**src/rtl/fetch_defs.sv**
```systemverilog
// Shared definitions for the instruction-fetch front end.
//   - Default XLEN and reset PC.
//   - Queue entry layout: {pc, instr}. The pc field is in the upper XLEN bits
//     and the instr field is in the lower XLEN bits.
package fetch_defs;

    localparam int unsigned FQ_XLEN_DEFAULT = 32;
    localparam logic [31:0] FQ_RESET_PC     = 32'h0000_0000;

    // The instruction occupies the low half of an entry.
    localparam int unsigned FQ_INSTR_LSB    = 0;

    // Total width of one queue entry, {pc, instr}.
    function automatic int unsigned fq_entry_w(input int unsigned xlen);
        return 2 * xlen;
    endfunction

    // The PC sits directly above the instruction field.
    function automatic int unsigned fq_pc_lsb(input int unsigned xlen);
        return xlen;
    endfunction

endpackage

```
**src/rtl/fq_fifo.sv**
```systemverilog
// Circular prefetch buffer that holds DEPTH entries, each W bits wide.
// Ports:
//   clock      rising-edge clock
//   clear      synchronous active-high reset
//   flush      drops every entry at the next edge (pointers and count go to 0)
//   push       writes push_data at the tail
//   push_data  entry to write
//   pop        removes the head entry
//   head_data  head entry; zero when the buffer is empty
//   count      number of valid entries, 0..DEPTH
// The caller guarantees that push never happens when the buffer is full, and
// that pop never happens when it is empty.
module fq_fifo #(
    parameter  int unsigned DEPTH = 4,
    parameter  int unsigned W     = 64,
    localparam int unsigned CW    = $clog2(DEPTH + 1),
    localparam int unsigned PW    = $clog2(DEPTH)
) (
    input  logic          clock,
    input  logic          clear,
    input  logic          flush,
    input  logic          push,
    input  logic [W-1:0]  push_data,
    input  logic          pop,
    output logic [W-1:0]  head_data,
    output logic [CW-1:0] count
);

    logic [W-1:0]  mem_q [DEPTH];
    logic [PW-1:0] head_q, head_d;
    logic [PW-1:0] tail_q, tail_d;
    logic [CW-1:0] count_q, count_d;

    // NOTE: every variable written in always_comb gets a default first, so
    // that no path through the block infers a latch.
    always_comb begin
        head_d  = head_q;
        tail_d  = tail_q;
        count_d = count_q;
        if (push) tail_d = tail_q + PW'(1);
        if (pop)  head_d = head_q + PW'(1);
        unique case ({push, pop})
            2'b10:   count_d = count_q + CW'(1);
            2'b01:   count_d = count_q - CW'(1);
            default: count_d = count_q;
        endcase
    end

    // NOTE: state registers use non-blocking assignments, so every flop
    // samples values from before the edge, whatever the order of the blocks.
    always_ff @(posedge clock) begin
        if (clear || flush) begin
            head_q  <= '0;
            tail_q  <= '0;
            count_q <= '0;
        end else begin
            head_q  <= head_d;
            tail_q  <= tail_d;
            count_q <= count_d;
        end
    end

    // NOTE: the storage array has no reset. Nothing reads it while count is
    // zero, and leaving out the reset lets it map to plain RAM or flops
    // without a reset.
    always_ff @(posedge clock) begin
        if (push) mem_q[tail_q] <= push_data;
    end

    // Zero the head output when empty. Stale slots left after a flush or
    // clear are never presented.
    assign head_data = (count_q != '0) ? mem_q[head_q] : '0;
    assign count     = count_q;

endmodule

```
**src/rtl/fetch_queue.sv**
```systemverilog
// Instruction-fetch front end: a PC generator, a one-cycle-latency imem
// request path, and a DEPTH-entry prefetch queue of {pc, instr} entries.
// Ports:
//   clock        rising-edge clock
//   clear        synchronous active-high reset; overrides everything else
//   imem_addr    imem word address, the low ADDR_W bits of the fetch PC
//   imem_rd_en   a request is issued this cycle
//   imem_rdata   instruction word, returned the cycle after a request
//   redirect     flush the queue and in-flight fetch, restart at redirect_pc
//   redirect_pc  new fetch PC
//   out_valid    queue head is valid
//   out_ready    decode accepts the head
//   out_pc       PC of the head entry
//   out_instr    instruction of the head entry
//   occupancy    number of valid queue entries
module fetch_queue
    import fetch_defs::*;
#(
    parameter  int unsigned     XLEN     = FQ_XLEN_DEFAULT,
    parameter  int unsigned     ADDR_W   = 8,
    parameter  int unsigned     DEPTH    = 4,
    parameter  logic [XLEN-1:0] RESET_PC = XLEN'(FQ_RESET_PC),
    localparam int unsigned     CW       = $clog2(DEPTH + 1)
) (
    input  logic              clock,
    input  logic              clear,
    output logic [ADDR_W-1:0] imem_addr,
    output logic              imem_rd_en,
    input  logic [XLEN-1:0]   imem_rdata,
    input  logic              redirect,
    input  logic [XLEN-1:0]   redirect_pc,
    output logic              out_valid,
    input  logic              out_ready,
    output logic [XLEN-1:0]   out_pc,
    output logic [XLEN-1:0]   out_instr,
    output logic [CW-1:0]     occupancy
);

    localparam int unsigned ENTRY_W = fq_entry_w(XLEN);
    localparam int unsigned PC_LSB  = fq_pc_lsb(XLEN);

    logic [XLEN-1:0]    fetch_pc_q, fetch_pc_d;
    logic [XLEN-1:0]    pc_q, pc_d;          // PC of the request now in flight
    logic               inflight_q, inflight_d;
    logic               push, pop, credit_ok;
    logic [CW:0]        credit_sum;
    logic [CW-1:0]      count;
    logic [ENTRY_W-1:0] push_entry, head_entry;

    // Credits cover queued entries plus the word in flight. The pop in this
    // cycle frees a slot now, so fetch resumes in the same cycle as a pop.
    assign credit_sum = {1'b0, count} + (CW+1)'(inflight_q) - (CW+1)'(pop);
    assign credit_ok  = credit_sum < (CW+1)'(DEPTH);

    always_comb begin
        fetch_pc_d = fetch_pc_q;
        pc_d       = pc_q;
        imem_rd_en = ~clear & ~redirect & credit_ok;
        // A redirect discards the head, so it cannot also count as a pop.
        pop        = out_valid & out_ready & ~redirect & ~clear;
        // In-flight data is dropped in the cycle of a redirect or clear.
        push       = inflight_q & ~redirect & ~clear;
        inflight_d = imem_rd_en;
        if (redirect) begin
            fetch_pc_d = redirect_pc;
        end else if (imem_rd_en) begin
            fetch_pc_d = fetch_pc_q + XLEN'(1);
            pc_d       = fetch_pc_q;
        end
    end

    always_ff @(posedge clock) begin
        if (clear) begin
            fetch_pc_q <= RESET_PC;
            pc_q       <= '0;
            inflight_q <= 1'b0;
        end else begin
            fetch_pc_q <= fetch_pc_d;
            pc_q       <= pc_d;
            inflight_q <= inflight_d;
        end
    end

    always_comb begin
        push_entry                          = '0;
        push_entry[PC_LSB +: XLEN]          = pc_q;
        push_entry[FQ_INSTR_LSB +: XLEN]    = imem_rdata;
    end

    fq_fifo #(
        .DEPTH (DEPTH),
        .W     (ENTRY_W)
    ) u_fifo (
        .clock     (clock),
        .clear     (clear),
        .flush     (redirect),
        .push      (push),
        .push_data (push_entry),
        .pop       (pop),
        .head_data (head_entry),
        .count     (count)
    );

    assign imem_addr = fetch_pc_q[ADDR_W-1:0];
    assign out_valid = (count != '0);
    assign out_pc    = head_entry[PC_LSB +: XLEN];
    assign out_instr = head_entry[FQ_INSTR_LSB +: XLEN];
    assign occupancy = count;

endmodule

```
**config.mk**
```make
export PLATFORM = sky130hd
export DESIGN_NAME = fetch_queue
export DESIGN_NICKNAME = d
export VERILOG_FILES = /design/src/rtl/fetch_defs.sv /design/src/rtl/fq_fifo.sv /design/src/rtl/fetch_queue.sv
export SDC_FILE = /design/constraint.sdc
export NUM_CORES = 1
export LEC_CHECK = 0
export ABC_AREA = 1
export BUFFER_PORTS_ARGS = -buffer_cell sky130_fd_sc_hd__buf_2
export CAP_MARGIN = 20
export CORE_ASPECT_RATIO = 1.2
export CORE_MARGIN = 3
export CORE_UTILIZATION = 59
export CTS_CLUSTER_DIAMETER = 150
export DETAILED_ROUTE_END_ITERATION = 10
export GPL_TIMING_DRIVEN = 1
export PLACE_DENSITY = 0.86
export RECOVER_POWER = 50
export SETUP_SLACK_MARGIN = 0.15
export SYNTH_ARGS = -nofsm -noshare
export SYNTH_HDL_FRONTEND = slang
export SYNTH_SLANG_ARGS = --single-unit
```
**constraint.sdc**
```tcl
create_clock -name clock -period 6.59 [get_ports clock]
set_clock_uncertainty 0.2 [all_clocks]
set_input_delay 1.318 -clock clock [delete_from_list [all_inputs] [get_ports clock]]
set_output_delay 1.318 -clock clock [all_outputs]
set_load 0.05 [all_outputs]
```
== Word level (Yosys, flattened, before mapping) ==
Memory sizes are Yosys's and may differ from the RTL's. A register that Yosys moved wholly into a read port is not among the register bits.
Index checks and enable logic that the tools add are counted.

* Magnitude comparators: 1
* Bitwise operators: 9
* Equality and inequality tests: 2
* $add $sub $neg: 7
* Reduce and logical (&&, ||, !) cells: 5
* Mux-type cells: 8

{| class="wikitable"
|+ Operators by type and width
! kind !! number
|-
| $mux W32 || 2
|-
| $mux W64 || 1
|-
| $add A32 B1 Y32 const B || 1
|-
| $and A1 B1 Y1 || 7
|-
| $pmux W3 S2 || 1
|-
| $add A2 B1 Y2 const B || 2
|-
| $add A3 B1 Y4 || 1
|-
| $lt A4 B3 Y1 const B || 1
|-
| $mux W2 || 2
|-
| $reduce_bool A2 Y1 || 2
|-
| $sub A4 B1 Y4 || 1
|-
| $add A3 B1 Y3 const B || 1
|-
| $reduce_bool A3 Y1 || 1
|-
| $sub A3 B1 Y3 const B || 1
|-
| $eq A2 B1 Y1 const B || 1
|-
| $eq A2 B2 Y1 const B || 1
|-
| $mux W1 || 2
|-
| $not A1 Y1 || 2
|-
| $reduce_and A2 Y1 || 1
|-
| $logic_or A1 B1 Y1 || 1
|}

* Memories kept: 1
* RAM bits: 256
* Output and inout bits: 77
* Bits of input ports: 68
* Register bits after elaboration: 72

{| class="wikitable"
|+ Memories
! name !! depth !! width !! rd ports !! clocked after Yosys merged registers in !! wr ports !! RTL line !! RTL
|-
| u_fifo.mem_q || 4 || 64 || 1 || 1 || 1 || fq_fifo.sv:29 || <nowiki>logic [W-1:0] mem_q [DEPTH];</nowiki>
|}

== Logic depth before layout (Yosys ltp) ==
Gate-level depths: netlist (run 1).

* Depth in word-level cells: 9
* Gate-level depth with buffers: 18

== Hierarchy ==
Synthesis (run 1) repeated with hierarchy kept, for this count alone.

* Cells, all modules: 1487
* Area total of the unflattened synthesis: 14264.9 um2

{| class="wikitable"
|+ By module, submodules not included
! module !! instances !! area each (um2) !! seq. area each (um2) !! cells an instance
|-
| fq_fifo || 1 || 10507.6 || 7867.5 || 877
|-
| fetch_queue || 1 || 3757.4 || 1301.2 || 610
|}

== Worst setup path before layout (run 1) ==
OpenSTA, ideal clock, no wires.

* Path kind: input to register
* Start point: input port redirect
* End point: memory u_fifo.mem_q[0][0], enable pin
* Data required time: 5903 ps
* Slack: 1417 ps
* Arrival time: 4486 ps
* Buffers on the path: 1
* Stages: 4
* Cells stage by stage: buf_2 nor2_4 nand2_1 nor2_1

* Word-level cells in the longest chain between the ends: 5

{| class="wikitable"
|+ Ends and longest elaborated chain
! element !! RTL line !! RTL
|-
| start: declaration || fetch_queue.sv:30 || <nowiki>input logic redirect,</nowiki>
|-
| $not A1 Y1 (no line) || n/a ||
|-
| $and A1 B1 Y1 (2 in series) || fetch_queue.sv:62 || <nowiki>push = inflight_q & ~redirect & ~clear;</nowiki>
|-
| $mux W1 || fq_fifo.sv:67 || <nowiki>if (push) mem_q[tail_q] <= push_data;</nowiki>
|-
| $mux W1 (not written as such) || fq_fifo.sv:67 ||
|-
| end: declaration || fq_fifo.sv:29 ||
|}

No other way between the ends.

== Final worst setup path (run 1) ==
* Start point: input port clear
* End point: output port imem_rd_en

* Word-level cells in the longest chain between the ends: 5
* Elaborated cells between the ends (all ways): 6

{| class="wikitable"
|+ Ends and longest elaborated chain
! element !! RTL line !! RTL
|-
| start: declaration || fetch_queue.sv:26 || <nowiki>input logic clear,</nowiki>
|-
| $not A1 Y1 || fetch_queue.sv:60 || <nowiki>pop = out_valid & out_ready & ~redirect & ~clear;</nowiki>
|-
| $and A1 B1 Y1 || fetch_queue.sv:60 ||
|-
| net pop || fetch_queue.sv:45 || <nowiki>logic push, pop, credit_ok;</nowiki>
|-
| $sub A4 B1 Y4 || fetch_queue.sv:52 || <nowiki>assign credit_sum = {1'b0, count} + (CW+1)'(inflight_q) - (CW+1)'(pop);</nowiki>
|-
| $lt A4 B3 Y1 || fetch_queue.sv:53 || <nowiki>assign credit_ok = credit_sum < (CW+1)'(DEPTH);</nowiki>
|-
| $and A1 B1 Y1 || fetch_queue.sv:58 || <nowiki>imem_rd_en = ~clear & ~redirect & credit_ok;</nowiki>
|-
| end: declaration || fetch_queue.sv:28 || <nowiki>output logic imem_rd_en,</nowiki>
|}

The timed path passes the listed nets, and every way through them passes these cells.

==> results.json, run 1 <==
{
  "status": "finished with violations",
  "violations": "capacitance limit, slew limit",
  "hpwlAfterDp_um": 18600,
  "wire_length_of_the_first_global_routing_pass_um": 48800,
  "clkTransAtPathRegs_ns": 0.06,
  "clock_latency_ns": 0.55,
  "routed_wire_length_per_instance_um": 16.8,
  "standard_cell_rows": 61,
  "setup.worst_path.class": "in2out",
  "max-clock-path-buffers": 3,
  "design_area_um2": 15900,
  "cts_setup_buffers": 0,
  "wirelength_met1_um": 12300,
  "p_int_mw": 3.39,
  "ctsResizeCount": 0,
  "startpoint": "clear",
  "finalNetCount": 1599,
  "end_kind": "output port",
  "place_congestion": 0.943,
  "core_area_um2": 23300,
  "timing.critical_path.fanout_max": 23,
  "start_util": 0.604,
  "fmax_mhz": 183,
  "groute.usage.overall": 0.233,
  "worst-slew-pin-transition_ns": 2.10,
  "period_share": 0.828,
  "timing.final.setup_violations": 0,
  "postLayoutCoreUtil": 0.683,
  "grt_start_max_net_pins": 78,
  "power.share.switching": 0.209,
  "min-delay-start": "u_fifo.head_q[1]",
  "finalHoldViolations": 0,
  "setup_ws_ns": 1.14,
  "hold_ws_ns": 0.278,
  "power_density_nw_per_um2": 269,
  "max_cap_viol_count": 4,
  "share_comb_of_total_power": 0.046,
  "cp.required_ns": 5.07,
  "hold_path_depth": 2,
  "ys_async_sr_fraction": 0,
  "detailed_place.area_um2": 14900,
  "pwr-share-seq": 0.542,
  "grt-ovfl-total": 0,
  "top_signal_layer_used": "met4",
  "rr_startpoint": "u_fifo.count[1]",
  "slew_headroom": -0.406,
  "sequential_cell_area_um2": 9170,
  "post-route-min-period_ns": 5.45,
  "pwr-share-clk": 0.411,
  "net-switching-power_uw": 895,
  "synthesized_instance_count": 1415,
  "ys_seq_elements": 330,
  "port-buffer-count": 144,
  "worst-endpoint-arrival_ns": 3.94,
  "tns_ns": 0,
  "grt_setup_unrepaired": "false",
  "crit_path_start_kind": "input pin",
  "design.portCount": 145,
  "floorplan_die_area_um2": 25700,
  "drt_pass1_iterations": 7,
  "postRouteAntennaNets": 0,
  "drc_errors": 0,
  "routed_wl_um": 31200,
  "yosys_most_used_dff": "sky130_fd_sc_hd__edfxtp_1",
  "cts_root_buf": "sky130_fd_sc_hd__clkbuf_16",
  "synth_fp_nets": 1493,
  "wl_met2_um": 15500,
  "yosys_warnings": 0,
  "wl_met3_um": 2310,
  "cts.sinks": 330,
  "fp.dieH_um": 175,
  "number_of_buffers_created_by_cts": 30,
  "tritoncts": "yes",
  "synth_sequential_area_ratio": 0.652,
  "synthesized_cell_area_um2": 14100,
  "vias_per_cell": 5.58,
  "vias": 10372,
  "number_of_global_route_vias_before_repair": 10079,
  "ir_drop_mv": 0.215,
  "static-leakage-power_nw": 5.98,
  "filler_cell_count": 1724,
  "slew_viol_final": 217,
  "netlist-cell-type-count": 33,
  "synth.avg_cell_area_um2": 9.94,
  "post_cts_hold_buffer_count": 0,
  "num_antenna_cells": 0,
  "min-delay-path-class": "reg2reg",
  "initialDrtViolationCount": 1033,
  "reg2regPathDepth": 16,
  "h-tree-depth": 1,
  "multi_input_comb_area_um2": 4260,
  "layout-area-overhead-vs-synth_pct": 13.0,
  "preCtsSetupSlack_ns": 1.52,
  "antenna_found_initial": 0,
  "drive_above_1_share": 0.122,
  "synth-edff-count": 256,
  "floorplan.die.width_um": 147
}
==> stage by stage <==
stage	std cells	power (mW)
3_3_place_gp	1803	2.55
4_1_cts	1859	4.30
5_1_grt	1859	4.40
6_report	1859	4.28
3_5_place_dp	1804	2.56
2_1_floorplan	1415	2.49
==> routing by layer <==
metal	vias to the layer above	track usage
li1	5011	-
met1	4828	0.293
met2	446	0.403
met3	87	0.0358
met4	0	0.102
met5	-	0
==> cell usage after synthesis (all sizes together), types with 2 or more instances <==
| master | n | area [um2] |
|---|---|---|
| buf | 50 | 272 |
| edfxtp | 256 | 7690 |
| ha | 9 | 113 |
| nand3 | 63 | 325 |
| inv | 70 | 263 |
| a21oi | 123 | 623 |
| o21ai | 171 | 856 |
| clkbuf | 32 | 120 |
| nor3 | 3 | 15.0 |
| dfxtp | 74 | 1480 |
| nor2 | 341 | 1370 |
| a21boi | 3 | 22.5 |
| o21bai | 3 | 22.5 |
| nand4 | 2 | 12.5 |
| a22oi | 6 | 45.0 |
| nand2 | 205 | 802 |
==> cell families after synthesis <==
kind of cell,after synthesis,synth area share
simple gates,614,0.179
flops,330,0.652
compound gates,307,0.112
buf+inv,153,0.0468
fa+ha+maj,10,0.00943
xor+xnor,1,0.000623
==> cell type report <==
| type | count | area share |
|---|---|---|
| Inverter | 71 | 0.0168 |
| Clock buffer | 43 | 0.0582 |
| Multi-Input combinational cell | 932 | 0.268 |
| Tap cell | 315 | 0.0248 |
| Clock inverter | 12 | 0.00677 |
| Sequential cell | 330 | 0.577 |
| Timing Repair Buffer | 156 | 0.0484 |
==> flip-flops by register name (all words and copies together) (netlist names), named ones only <==
register,flops
u_fifo.count,3
u_fifo.head_q,2
fetch_pc_q,32
u_fifo.tail_q,2
u_fifo.mem_q,256
pc_q,32
inflight_q,1
==> critical path: stages <==
cell	delay [ns]
sky130_fd_sc_hd__buf_2	0.24
sky130_fd_sc_hd__nor2_1	0.60
sky130_fd_sc_hd__nand2_1	0.11
sky130_fd_sc_hd__nor2_1	0.34
sky130_fd_sc_hd__ha_1	0.21
sky130_fd_sc_hd__inv_1	0.04
sky130_fd_sc_hd__ha_1	0.29
sky130_fd_sc_hd__nand3_1	0.11
sky130_fd_sc_hd__nand2_1	0.06
sky130_fd_sc_hd__nand2_1	0.07
sky130_fd_sc_hd__nand3_2	0.11
sky130_fd_sc_hd__nor2_4	0.16
sky130_fd_sc_hd__buf_2	0.27
==> placed cells by master, fill, tap and decap left out, types with 7 or more instances in the layout <==
cell | synthesis | routed
sky130_fd_sc_hd__ha_1 | 9 | 9
sky130_fd_sc_hd__o21ai_1 | 10 | 10
sky130_fd_sc_hd__edfxtp_1 | 256 | 256
sky130_fd_sc_hd__inv_1 | 65 | 65
sky130_fd_sc_hd__clkbuf_1 | 32 | 48
sky130_fd_sc_hd__buf_2 | 22 | 101
sky130_fd_sc_hd__nand3_1 | 61 | 61
sky130_fd_sc_hd__o21ai_0 | 161 | 161
sky130_fd_sc_hd__buf_4 | 11 | 8
sky130_fd_sc_hd__dfxtp_1 | 74 | 72
sky130_fd_sc_hd__nor2_4 | 6 | 8
sky130_fd_sc_hd__nor2_1 | 330 | 328
sky130_fd_sc_hd__clkinv_1 | 1 | 7
sky130_fd_sc_hd__nand2_1 | 198 | 198
sky130_fd_sc_hd__clkbuf_16 | 0 | 34
sky130_fd_sc_hd__a21oi_1 | 121 | 121
==> final timing paths <==
| kind | endpoint | slack [ns] |
|---|---|---|
| worst max-delay path | imem_rd_en | 1.14 |
| worst min-delay path | register | 0.28 |
| worst max register to register | fetch_pc_q[14] | 2.50 |
| worst min register to register | register | 0.28 |
==> power by group through the flow <==
stage	logic [mW]	clock network [mW]	registers (mW)
global placement	0.193	0	2.36
detailed placement	0.200	0	2.36
finish	0.198	1.76	2.32
floorplan	0.143	0	2.35
CTS	0.202	1.78	2.32
global route	0.220	1.85	2.33
(Power assumes the default switching activity.)
==> run 2, diff against run 1 <==
ABC_AREA = 0   (was 1)
CORE_UTILIZATION = 53   (was 59)
PLACE_DENSITY = 0.82   (was 0.86)
clock period = 4.5 ns   (was 6.59 ns; I/O delays follow)
==> run 2 against run 1 <==
  * The flow still finishes with violations (capacitance limit, slew limit)
  * Clock power up 39%
  * Routed wire length down 14%
  * Setup slack worse by 0.79 ns
  * Cell area down 3.3%
  * Area after synthesis down 4.9%
  * Clock-buffer cell count up 4
  * Synthesized cell count down 42%
  * Hold slack better by 0.028 ns
  * Combinational power up 8%
  * Critical path depth down 1
  * First-iteration DRC count down 61%
  * Cell count down 29%
  * Largest cell class unchanged
==> results.json, run 2 <==
{
  "startpoint": "redirect",
  "finalHoldViolations": 0,
  "drive_above_1_share": 0.268,
  "end_kind": "output port",
  "cts.sinks": 330,
  "reg.largest.list": "u_fifo.mem_q (256), fetch_pc_q (32), pc_q (32)",
  "tritoncts": "yes",
  "standard_cell_rows": 63,
  "synth.top_cells.by_area": "sky130_fd_sc_hd__edfxtp_1, sky130_fd_sc_hd__dfxtp_1, sky130_fd_sc_hd__mux4_2, sky130_fd_sc_hd__and2_1, sky130_fd_sc_hd__mux2i_1",
  "mostFrequentLayoutCells": "sky130_fd_sc_hd__edfxtp_1, sky130_fd_sc_hd__buf_2, sky130_fd_sc_hd__dfxtp_1",
  "crit_path_top_delay_cell": "sky130_fd_sc_hd__ha_1",
  "min-delay-path-class": "reg2reg",
  "initialDrtViolationCount": 399,
  "hpwlAfterDp_um": 17400,
  "groute.usage.overall": 0.203,
  "vias_per_cell": 5.67,
  "ys_seq_elements": 330,
  "tns_ns": 0,
  "largest_register_ffs": 256,
  "detailed_place.area_um2": 14500,
  "number_of_global_route_vias_before_repair": 7820,
  "final_common_cell": "sky130_fd_sc_hd__edfxtp_1",
  "ir_drop_mv": 0.241,
  "post-route-min-period_ns": 4.15,
  "slew_headroom": -0.826,
  "post_cts_hold_buffer_count": 0,
  "fin_total_pwr_mw": 6.03,
  "yosys_most_used_dff": "sky130_fd_sc_hd__edfxtp_1",
  "synth.avg_cell_area_um2": 16.2,
  "synthesized_instance_count": 825,
  "postLayoutCoreUtil": 0.621,
  "ctsResizeCount": 0,
  "h-tree-depth": 1,
  "wire_length_of_the_first_global_routing_pass_um": 43000,
  "design.portCount": 145,
  "timing.critical_path.slowest_cell_delay_ns": 0.26,
  "number_of_buffers_created_by_cts": 31,
  "finalNetCount": 1042,
  "dominant_cell_type_by_area_after_synthesis": "sky130_fd_sc_hd__edfxtp_1",
  "worst-endpoint-arrival_ns": 3.05,
  "drt_pass1_iterations": 5,
  "routed_wl_um": 27000,
  "layout-area-overhead-vs-synth_pct": 14.9,
  "period_share": 0.922,
  "static-leakage-power_nw": 5.52,
  "crit_path_start_kind": "input pin",
  "yosys_warnings": 0,
  "max-clock-path-buffers": 3,
  "core_area_um2": 24800,
  "power_density_nw_per_um2": 392,
  "cell_with_the_most_instances_after_synthesis": "sky130_fd_sc_hd__edfxtp_1",
  "clkTransAtPathRegs_ns": 0.06,
  "grt-ovfl-total": 0,
  "floorplan.die.width_um": 151,
  "slew_viol_final": 167,
  "rr_startpoint": "u_fifo.count[2]",
  "postRouteAntennaNets": 0,
  "clock_latency_ns": 0.54,
  "grt_start_max_net_pins": 67,
  "antenna_found_initial": 0,
  "port-buffer-count": 144,
  "floorplan_die_area_um2": 27200,
  "synth_top_cells_by_count": "sky130_fd_sc_hd__edfxtp_1, sky130_fd_sc_hd__dfxtp_1, sky130_fd_sc_hd__and2_1",
  "fp.dieH_um": 180,
  "max_cap_viol_count": 4,
  "timing.final.setup_violations": 0,
  "synthesized_cell_area_um2": 13400,
  "min-delay-start": "pc_q[2]",
  "netlist-cell-type-count": 48,
  "drc_errors": 0,
  "worst-slew-pin-transition_ns": 2.74,
  "cp.required_ns": 3.40,
  "cts_setup_buffers": 0,
  "synth-edff-count": 256,
  "grt_setup_unrepaired": "false",
  "design_area_um2": 15400,
  "timing.critical_path.fanout_max": 10,
  "hold_ws_ns": 0.307,
  "routed_wire_length_per_instance_um": 20.5,
  "setup.worst_path.class": "in2out",
  "num_antenna_cells": 0,
  "chain_of_cells_forming_the_critical_path": "buf_2, nor2_1, and3_1, ha_1, inv_1, ha_1, and3b_4, nor4_1, buf_4, o21ai_4, clkinvlp_4, buf_2",
  "fmax_mhz": 241,
  "cts_root_buf": "sky130_fd_sc_hd__clkbuf_16",
  "violations": "capacitance limit, slew limit",
  "vias": 7448,
  "synth_sequential_area_ratio": 0.685,
  "synth_top_area_frac": 0.575,
  "status": "finished with violations",
  "max_flop_register": "u_fifo.mem_q",
  "place_congestion": 0.867,
  "synth_fp_nets": 903,
  "start_util": 0.541,
  "ys_async_sr_fraction": 0
}
-- run 2: path summary, 6_finish.rpt --
kind                         endpoint  slack, ns  depth (start not counted)
setup / recovery           imem_rd_en       0.35                         12
setup reg to reg       fetch_pc_q[17]       1.02                         12
hold reg to reg   u_fifo.mem_q[2][34]       0.31                          0
hold / removal    u_fifo.mem_q[2][34]       0.31                          0
-- run 2: through the flow --
| step | std cells | worst slack [ns] |
|---|---|---|
| floorplan | 825 | 0.172 |
| global placement | 1256 | 0.493 |
| detailed placement | 1256 | 0.378 |
| CTS | 1313 | 0.381 |
| global route | 1313 | 0.190 |
| finish | 1313 | 0.350 |
-- run 2: cells by family after synthesis --
group           Yosys count  synth area share
fa+ha+maj                10           0.00991
compound gates           74            0.0457
simple gates            212            0.0832
buf+inv                  73            0.0243
xor+xnor                 27            0.0177
flops                   330             0.685
mux                      99             0.134
-- run 2: cell type report --
class	count	area, um2
repair buffers	165	856
fillers	1884	9380
inverters	14	56.3
clock inverters	10	71.3
multi-input cells	422	3910
well taps	325	407
flip-flops and latches	330	9170
clock buffers	47	895
-- run 2: layer usage --
layer / vias up / GRT usage / routed length [um]
met4: 0 / 0.0508 / 632
met5: - / 0 / 0
met3: 49 / 0.0284 / 1470
met2: 246 / 0.343 / 13600
met1: 3712 / 0.280 / 11300
li1: 3441 / - / -
-- run 2: report_power, final --
group,total (mW),switching (mW),internal [mW]
Clock,2.45,1.03,1.42
Sequential,3.37,0.0521,3.31
Combinational,0.214,0.136,0.0775
Total,6.03,1.22,4.81
-- run 2: critical path, delay by kind of cell --
family | cells | cell delay [ns]
AND/OR/NAND/NOR | 4 | 0.93
buffers and inverters | 5 | 0.72
adder cells (fa/ha/maj) | 2 | 0.42
AO/OA/AOI/OAI | 1 | 0.07
==> run 3, diff against run 2 <==
CORE_ASPECT_RATIO = 0.6   (was 1.2)
==> run 3 against run 2 <==
  * First-iteration DRC count is 87% higher
  * Power grew 3.4%
  * Sequential cell count stayed put
  * Core utilization grew 0.97 points
  * Sequential share of layout area fell by 0.31 points
  * The run still ends with capacitance limit, slew limit left
  * Combinational power rose by 2%
  * Non-clock buffer count decreased by 1
  * Routed wire length rose by 5.3%
  * Global-route usage is 0.49 points higher
  * Cell area grew 0.52%
==> results.json, run 3 (synthesized netlist as in run 2, its figures left out) <==
{
  "vias": 7499,
  "antenna_found_initial": 1,
  "reg.largest.list": "u_fifo.mem_q (256), fetch_pc_q (32), pc_q (32)",
  "slew_headroom": -0.838,
  "grt-ovfl-total": 0,
  "postRouteAntennaNets": 0,
  "setup.worst_path.class": "in2out",
  "post-route-min-period_ns": 4.27,
  "chain_of_cells_forming_the_critical_path": "clkbuf_1, nor2_1, and3_1, ha_1, inv_1, ha_1, and3b_4, nor4_2, o21ai_4, clkinvlp_4, buf_2",
  "end_kind": "output port",
  "grt_setup_unrepaired": "false",
  "drc_errors": 0,
  "critical-path-top-delay-family": "simple AND/OR/NAND/NOR gates",
  "h-tree-depth": 1,
  "mostFrequentLayoutCells": "sky130_fd_sc_hd__edfxtp_1, sky130_fd_sc_hd__buf_2, sky130_fd_sc_hd__dfxtp_1",
  "max_cap_viol_count": 3,
  "number_of_buffers_created_by_cts": 29,
  "worst-endpoint-arrival_ns": 3.17,
  "clkTransAtPathRegs_ns": 0.07,
  "routed_wire_length_per_instance_um": 21.7,
  "final_common_cell": "sky130_fd_sc_hd__edfxtp_1",
  "tritoncts": "yes",
  "cp.required_ns": 3.40,
  "vias_per_cell": 5.73,
  "place_congestion": 0.855,
  "hpwlAfterDp_um": 18100,
  "min-delay-start": "pc_q[7]",
  "start_util": 0.546,
  "initialDrtViolationCount": 746,
  "cts_setup_buffers": 0,
  "preCtsSetupSlack_ns": 0.262,
  "hold_path_depth": 0,
  "finalHoldViolations": 0,
  "worst-slew-pin-transition_ns": 2.76,
  "clock_latency_ns": 0.56,
  "setup.reg_to_reg.worst_slack_ns": 0.90,
  "drive_above_1_share": 0.267,
  "hold_ws_ns": 0.312,
  "design_area_um2": 15400,
  "setup_ws_ns": 0.229,
  "tns_ns": 0,
  "max_flop_register": "u_fifo.mem_q",
  "core_area_um2": 24500,
  "critical-path-top-cell-by-count": "sky130_fd_sc_hd__ha_1",
  "period_share": 0.949,
  "standard_cell_rows": 44,
  "post_cts_hold_buffer_count": 0,
  "power_density_nw_per_um2": 404,
  "port-buffer-count": 144,
  "grt_start_max_net_pins": 67,
  "cts.sinks": 330,
  "layout-area-overhead-vs-synth_pct": 15.5,
  "design.portCount": 145,
  "min-delay-path-class": "reg2reg",
  "cp_num_buf_inv": 4,
  "timing.critical_path.slowest_cell_delay_ns": 0.44,
  "crit_path_start_kind": "input pin",
  "status": "finished with violations",
  "rr_startpoint": "u_fifo.count[2]",
  "wire_length_of_the_first_global_routing_pass_um": 43300,
  "groute.usage.overall": 0.208,
  "fin_total_pwr_mw": 6.23,
  "crit-reg2reg-capture": "fetch_pc_q[19]",
  "reg2regPathDepth": 11,
  "crit_path_top_delay_cell": "sky130_fd_sc_hd__nor4_2",
  "largest_register_ffs": 256,
  "static-leakage-power_nw": 5.54,
  "ctsResizeCount": 0,
  "detailed_place.area_um2": 14500,
  "max-clock-path-buffers": 3,
  "finalNetCount": 1039,
  "cts_root_buf": "sky130_fd_sc_hd__clkbuf_16",
  "number_of_global_route_vias_before_repair": 7502,
  "timing.final.setup_violations": 0,
  "fmax_mhz": 234,
  "floorplan.die.width_um": 211,
  "whs_endpoint": "u_fifo.mem_q[2][39]",
  "timing.critical_path.fanout_max": 10,
  "fp.dieH_um": 129,
  "drt_pass1_iterations": 5,
  "ir_drop_mv": 0.280,
  "violations": "capacitance limit, slew limit",
  "floorplan_die_area_um2": 27300,
  "slew_viol_final": 122,
  "routed_wl_um": 28400
}
[run 3: changes by cell type in the layout (fill, tap and decap cells not counted), sizes merged]
cell / change
buf: -5
bufinv: +2
clkbuf: -2
diode: +2
inv: +1
[run 3: cell type report]
cell class	instances	area, um2
Clock buffer	41	896
Tap cell	322	403
Timing Repair Buffer	164	851
Antenna cell	2	5.00
Fill cell	1784	9050
Clock inverter	13	151
Inverter	14	56.3
Sequential cell	330	9170
Multi-Input combinational cell	422	3910
[run 3: per-layer routing]
metal,track usage,vias to the layer above,share of wire
met3,0.0341,40,0.056
met5,0,-,0
met1,0.314,3779,0.46
li1,-,3439,-
met4,0.0452,0,0.019
met2,0.325,241,0.46
[run 3: metrics by stage]
step	utilization	std cells
global placement	0.590	1252
CTS	0.633	1306
finish	0.631	1308
floorplan	-	825
global route	0.631	1307
detailed placement	0.590	1252
[run 3: worst max path at each step]
stage / endpoint / slack (ns) / startpoint / cells past startpoint
floorplan: imem_rd_en / 0.17 / redirect / 11
global placement: imem_rd_en / 0.36 / redirect / 11
detailed placement: imem_rd_en / 0.26 / redirect / 11
CTS: imem_rd_en / 0.19 / redirect / 11
global route: imem_rd_en / 0.07 / redirect / 11
finish: imem_rd_en / 0.23 / redirect / 11
[run 3: power by group]
part           internal [mW]  switching (mW)
combinational         0.0772           0.141
clock                   1.57            1.08
sequential              3.31          0.0528
total                   4.96            1.28
